**src/rtl/spi_frame_decoder.sv**
```systemverilog
// Passive SPI mode-0 tap: rebuilds cmd/addr/[dummy]/data frames into one record on a valid/ready port.
// Record appears 1 clk after the rise carrying data bit0; a frame completing while the record is blocked is dropped.
module spi_frame_decoder #(
  parameter logic [7:0] READ_CMD   = 8'd11,
  parameter int         DUMMY_BITS = 32
) (
  input  logic        clk_i,
  input  logic        rst_ni,
  input  logic        spi_sclk,
  input  logic        spi_sdo,
  input  logic        spi_cs,
  output logic        frame_valid,
  input  logic        frame_ready,
  output logic [7:0]  frame_cmd,
  output logic [31:0] frame_addr,
  output logic [31:0] frame_data,
  output logic [15:0] frame_cnt,
  output logic        abort_o,
  output logic        overflow_o
);

  typedef enum logic [2:0] {IDLE, CMD, ADDR, DUMMY, DATA} state_t;

  state_t      state;
  logic        sclk_q;
  logic [5:0]  bitcnt;
  logic [31:0] shifter;
  logic [7:0]  cmd_q;
  logic [31:0] addr_q;

  logic        rise;
  logic        sample;
  logic        done;
  logic        free;
  logic [31:0] shift_nxt;

  assign rise      = spi_sclk & ~sclk_q;
  assign sample    = rise & ~spi_cs;
  assign shift_nxt = {shifter[30:0], spi_sdo};
  assign done      = (state == DATA) && sample && (bitcnt == 6'd0);
  assign free      = ~frame_valid | frame_ready;

  always_ff @(posedge clk_i) begin
    if (!rst_ni) begin
      state       <= IDLE;
      sclk_q      <= 1'b0;
      bitcnt      <= 6'd0;
      shifter     <= 32'd0;
      cmd_q       <= 8'd0;
      addr_q      <= 32'd0;
      frame_valid <= 1'b0;
      frame_cmd   <= 8'd0;
      frame_addr  <= 32'd0;
      frame_data  <= 32'd0;
      frame_cnt   <= 16'd0;
      abort_o     <= 1'b0;
      overflow_o  <= 1'b0;
    end else begin
      sclk_q <= spi_sclk;

      // Output record: load on completion when free, otherwise drop and flag.
      if (done) begin
        if (free) begin
          frame_cmd   <= cmd_q;
          frame_addr  <= addr_q;
          frame_data  <= shift_nxt;
          frame_valid <= 1'b1;
          frame_cnt   <= frame_cnt + 16'd1;
        end else begin
          overflow_o  <= 1'b1;
        end
      end else if (frame_valid && frame_ready) begin
        frame_valid <= 1'b0;
      end

      case (state)
        IDLE: begin
          if (!spi_cs) begin
            state <= CMD;
            if (rise) begin
              shifter <= shift_nxt;
              bitcnt  <= 6'd6;
            end else begin
              bitcnt  <= 6'd7;
            end
          end
        end
        default: begin
          if (spi_cs) begin
            // CMD with a full count means no bit of a new frame was taken yet.
            state <= IDLE;
            if (!(state == CMD && bitcnt == 6'd7)) abort_o <= 1'b1;
          end else if (sample) begin
            if (state != DUMMY) shifter <= shift_nxt;
            bitcnt <= bitcnt - 6'd1;
            if (bitcnt == 6'd0) begin
              case (state)
                CMD: begin
                  cmd_q  <= shift_nxt[7:0];
                  state  <= ADDR;
                  bitcnt <= 6'd31;
                end
                ADDR: begin
                  addr_q <= shift_nxt;
                  if (cmd_q == READ_CMD) begin
                    state  <= DUMMY;
                    bitcnt <= 6'(DUMMY_BITS - 1);
                  end else begin
                    state  <= DATA;
                    bitcnt <= 6'd31;
                  end
                end
                DUMMY: begin
                  state  <= DATA;
                  bitcnt <= 6'd31;
                end
                DATA: begin
                  state  <= CMD;
                  bitcnt <= 6'd7;
                end
                default: state <= IDLE;
              endcase
            end
          end
        end
      endcase
    end
  end

endmodule

```
**config.mk**
```make
export PLATFORM = sky130hd
export DESIGN_NAME = spi_frame_decoder
export DESIGN_NICKNAME = d
export VERILOG_FILES = /design/src/rtl/spi_frame_decoder.sv
export SDC_FILE = /design/constraint.sdc
export NUM_CORES = 1
export LEC_CHECK = 0
export CORE_MARGIN = 2
export CORE_UTILIZATION = 54
export CTS_CLUSTER_SIZE = 16
export DETAILED_ROUTE_END_ITERATION = 8
export PLACE_DENSITY = 0.79
export SYNTH_ARGS = -nofsm -noshare
export SYNTH_HDL_FRONTEND = slang
export SYNTH_SLANG_ARGS = --single-unit
export TNS_END_PERCENT = 5
```
**constraint.sdc**
```tcl
create_clock -name clk_i -period 2.25 [get_ports clk_i]
set_input_delay 0.3375 -clock clk_i [delete_from_list [all_inputs] [get_ports clk_i]]
set_output_delay 0.3375 -clock clk_i [all_outputs]
set_load 0.1 [all_outputs]
```
; Yosys cells after proc, flatten, opt, wreduce, memory -nomap -nowiden
; Index checks and enable logic that the tools add are counted.
[word_totals]
register_bits = 172
in_bits = 6
[classes]
n_reduce_logical = 21
bitwise = 9
eq_ne = 10
addsub = 2
n_mux = 23
[op_table]
columns = operator, count
row1 = $mux W31, 6
row2 = $mux W6, 5
row3 = $mux W3, 6
row4 = $add A16 B1 Y16 const B, 1
row5 = $pmux W3 S4, 1
row6 = $pmux W6 S2, 1
row7 = $reduce_and A5 Y1, 2
row8 = $eq A8 B4 Y1 const B, 1
row9 = $reduce_and A2 Y1, 4
row10 = $eq A3 B2 Y1 const B, 2
row11 = $eq A6 B3 Y1 const B, 1
row12 = $logic_not A6 Y1, 1
row13 = $not A1 Y1, 6
row14 = $reduce_and A3 Y1, 2
row15 = $reduce_bool A2 Y1, 3
row16 = $reduce_bool A3 Y1, 2
row17 = $sub A6 B1 Y6 const B, 1
row18 = $logic_and A1 B1 Y1, 4
row19 = $mux W1, 4
row20 = $ne A2 B2 Y1 const B, 2
row21 = $reduce_and A4 Y1, 1
row22 = $eq A3 B1 Y1 const B, 1
row23 = $eq A3 B3 Y1 const B, 1
row24 = $logic_not A3 Y1, 1
row25 = 5 further kinds, 6

; Longest topological paths before layout
[logic_depth]
word_depth = 7
depth_mapped = 8
depth_no_buf = 6

; Worst setup path after synthesis
; OpenSTA, ideal clock, no wires.
[synth_timing]
path_kind = register to register
from = reg frame_cnt[0]
to = reg frame_cnt[14]
path_slack_ps = -21
arrival_time_ps = 2200
setup_ps = 70
n_path_buf = 1
required_time_ps = 2180
path_stages_with_launch = 6
cell_sequence = dfxtp_1 > ha_1 > nand4_1 > clkbuf_1 > or4_1 > a21oi_1
[synth_via]
elab_chain_len = 1
[synth_rtl]
columns = item, line
row1 = "start, declared", 17  ; output logic [15:0] frame_cnt,
row2 = "start signal, assigned", 68  ; frame_cnt <= frame_cnt + 16'd1;
row3 = $add A16 B1 Y16, 68
; No other way between the ends.
; A chain may end at the register's enable or synchronous reset.

; Worst setup path after layout
[layout_timing]
from = reg bitcnt[0]
to = reg frame_cnt[6]
[layout_via]
elab_chain_len = 3
[layout_rtl]
columns = item, line
row1 = "start, declared", 26  ; logic [5:0] bitcnt;
row2 = "start signal, assigned", 95  ; bitcnt <= bitcnt - 6'd1;
row3 = "start signal, assigned", 107  ; bitcnt <= 6'(DUMMY_BITS - 1);
row4 = $logic_not A6 Y1, 40  ; assign done = (state == DATA) && sample && (bitcnt == 6'd0);
row5 = $logic_and A1 B1 Y1, 40
row6 = $reduce_and A2 Y1 (no line), -
; No other way between the ends.

==> out/qor.yml <==
detailed_routing:
  routed_wirelength_um: 15500
  drt_iter0_markers: 431
  dr_total_vias: 5795
  first_pass_iters: 4
  drc: 0
  antenna_violating_nets_post_route: 0
  vias_per_cell: 5.43
  wire_per_inst_um: 14.5
yosys:
  synth_cell_type_count: 61
  synth_xor_area_share_pct: 0.130
  synth.mux.area_fraction_pct: 2.25
  synth_edf_count: 0
  avgSynthCellArea_um2: 8.25
  ys_warn_count: 0
  synthAdderAreaFrac_pct: 0.745
  syn_inst: 815
  synth_top_family_by_area: "simple AND/OR/NAND/NOR gates"
  seq_area_frac_synth_pct: 51.2
  netlist_area_um2: 6720
  synth_compound_area_share_pct: 15.4
  async_flop_share_pct: 0
  synth_seq_cells: 172
  synth_ff_type: "dfxtp_1"
  synthSimpleGateAreaFrac_pct: 25.0
  syn_nets: 825
placed_design:
  port_buffers: 96
  dp_worst_setup_slack_ps: -38.6
  gp_congestion: 0.829
  dp_hpwl_um: 9930
  placed_cell_area_um2: 7590
power_and_ir_drop:
  leakagePower_nw: 2.95
  powerDensity_nw_per_um2: 745
  peakVddDrop_v: 0.000477
clock_network:
  cts_tree: "built"
  cts_buffer_depth: 2
  cts_resized: 0
  cts_setup_buffers: 0
  worstSkewPairLatency_ps: 420
  clk_pin_slew_ps: 60
  clkSinkCount: 172
  hold_buffers: 0
  cts_buffers: 17
  cts-root-buf: "clkbuf_16"
  htreeDepth: 4
die:
  ioPinCount: 97
  core.rowCount: 40
  die-area_um2: 13400
  start_util_pct: 55.7
  core_um2: 12100
  die_h_um: 116
  die_x_um: 116
grt:
  antenna_found_initial: 0
  grt_pass1_wl_um: 25600
  overflow: 0
  grt_max_degree: 102
  track_usage_pct: 23.7
  first_global_vias: 5351
timing:
  fmax_ghz: 0.488
  worst_pin_slew_ps: 485
  slew_violations: 0
  final.setup.tns_ps: 0
  rsz0062_at_grt: "false"
  setup_viol: 0
  hold_viol_final: 0
  post-route-min-period_ps: 2050
  setup_ws_ps: 202
  slew_headroom_pct: 67.2
  skew_ps: 11.0
  finalCritPeriodShare_pct: 91.0
critical_path:
  crit_type: "register to register"
  start_kind: "register"
  cp.required_ps: 2600
  crit_arrival_ps: 2390
  cp_max_fo: 14
  critPathCaptureType: "register"
outcome:
  status: "finished, final reports clean"
cells_and_area:
  final_util_pct: 67.6
  syn2layout_area_growth_pct: 21.4
  nets: 898
  layout-drive-gt1-share_pct: 17.2
  antenna_cells: 0
  fin_area_um2: 8160
run:
  cap_violations: 0
hold_path:
  hp-class: "register to register"
==> worst max-delay path, cell delays in order (launching register included) <==
cell and delay [ps]:
dfxtp_1 350, inv_1 100, ha_1 200, nor3b_4 370, nand4_4 240, or4_1 560
a21oi_1 150
==> cells in the mapped netlist (6+ instances only) <==
cell | number | area (um2)
o31ai_1 | 7 | 52.6
nand4_1 | 6 | 37.5
buf_6 | 7 | 78.8
clkbuf_1 | 36 | 135
or4_1 | 8 | 60.1
nand3_1 | 9 | 45.0
nand2_1 | 286 | 1070
buf_4 | 7 | 52.6
nor2_1 | 17 | 63.8
buf_2 | 8 | 40.0
and4_1 | 6 | 52.6
inv_1 | 8 | 30.0
nand2b_1 | 7 | 43.8
mux2i_1 | 14 | 140
dfxtp_1 | 172 | 3440
a21oi_1 | 148 | 741
==> stage by stage <==
step / instances / total power [mW] / hold WS (ps)
after floorplan: 815 / 3.30 / 432
after global placement: 1037 / 3.37 / 440
after detailed placement: 1037 / 3.37 / 445
after CTS: 1068 / 6.11 / 453
after global routing: 1068 / 6.26 / 468
final: 1068 / 6.07 / 451
==> metal layers <==
metal	part of all wire, %	up-vias	global-route usage, %
li1	-	2901	-
met1	45	2722	32.0
met2	48	154	38.2
met3	5.1	18	4.97
met4	1.5	0	7.95
met5	0	-	0
==> power breakdown <==
| part | switching [mW] | internal [mW] | total [mW] |
|---|---|---|---|
| Combinational | 0.149 | 0.0784 | 0.227 |
| Sequential | 0.0206 | 3.06 | 3.08 |
| Clock | 1.16 | 1.61 | 2.77 |
==> cell type report <==
type	instances	area, um2
clock buffers	23	478
clock inverters	8	85.1
fillers	954	3910
inverters	9	36.3
multi-input cells	574	2930
flip-flops and latches	172	3450
well taps	168	210
repair buffers	114	968
==> cells by family (layout without fill, tap and decap cells) <==
group	after synthesis	in the layout
AO/OA/AOI/OAI	185	185
XOR/XNOR	1	1
adder cells (fa/ha/maj)	4	4
buffers and inverters	69	154
flip-flops	172	172
multiplexers	15	15
AND/OR/NAND/NOR	369	369
==> layout by cell type, fill, tap and decap left out, drive strengths merged, types with 3 or more instances in the layout <==
cell type / count
o21a: 3
buf: 109
mux2i: 14
a211oi: 3
clkbuf: 23
a21oi: 149
nand4: 8
and4: 6
ha: 4
nor4b: 4
nor4: 4
nor2b: 3
dfxtp: 172
nand3: 9
nor2: 18
o21ai: 4
clkdlybuf4s50: 5
nand2b: 7
nand2: 286
o31ai: 7
inv: 10
nor3b: 4
clkinv: 4
or4: 8
or3: 4
==> registers in the layout, summed over array words and instances, names as in the netlist <==
name,count
frame_cnt,16
frame_data,32
bitcnt,6
overflow_o,1
sclk_q,1
addr_q,32
frame_valid,1
frame_addr,32
cmd_q,8
state,3
frame_cmd,8
abort_o,1
shifter,31
==> path summary, 6_finish.rpt <==
kind                                startpoint              to  slack [ps]  depth (start not counted)
worst max register to register       bitcnt[0]    frame_cnt[6]         200                          6
worst min register to register  frame_data[15]  frame_data[15]         450                          2
worst max-delay path                 bitcnt[0]    frame_cnt[6]         200                          6
worst min-delay path            frame_data[15]  frame_data[15]         450                          2
Note: power is estimated with default switching activity, not from simulation.
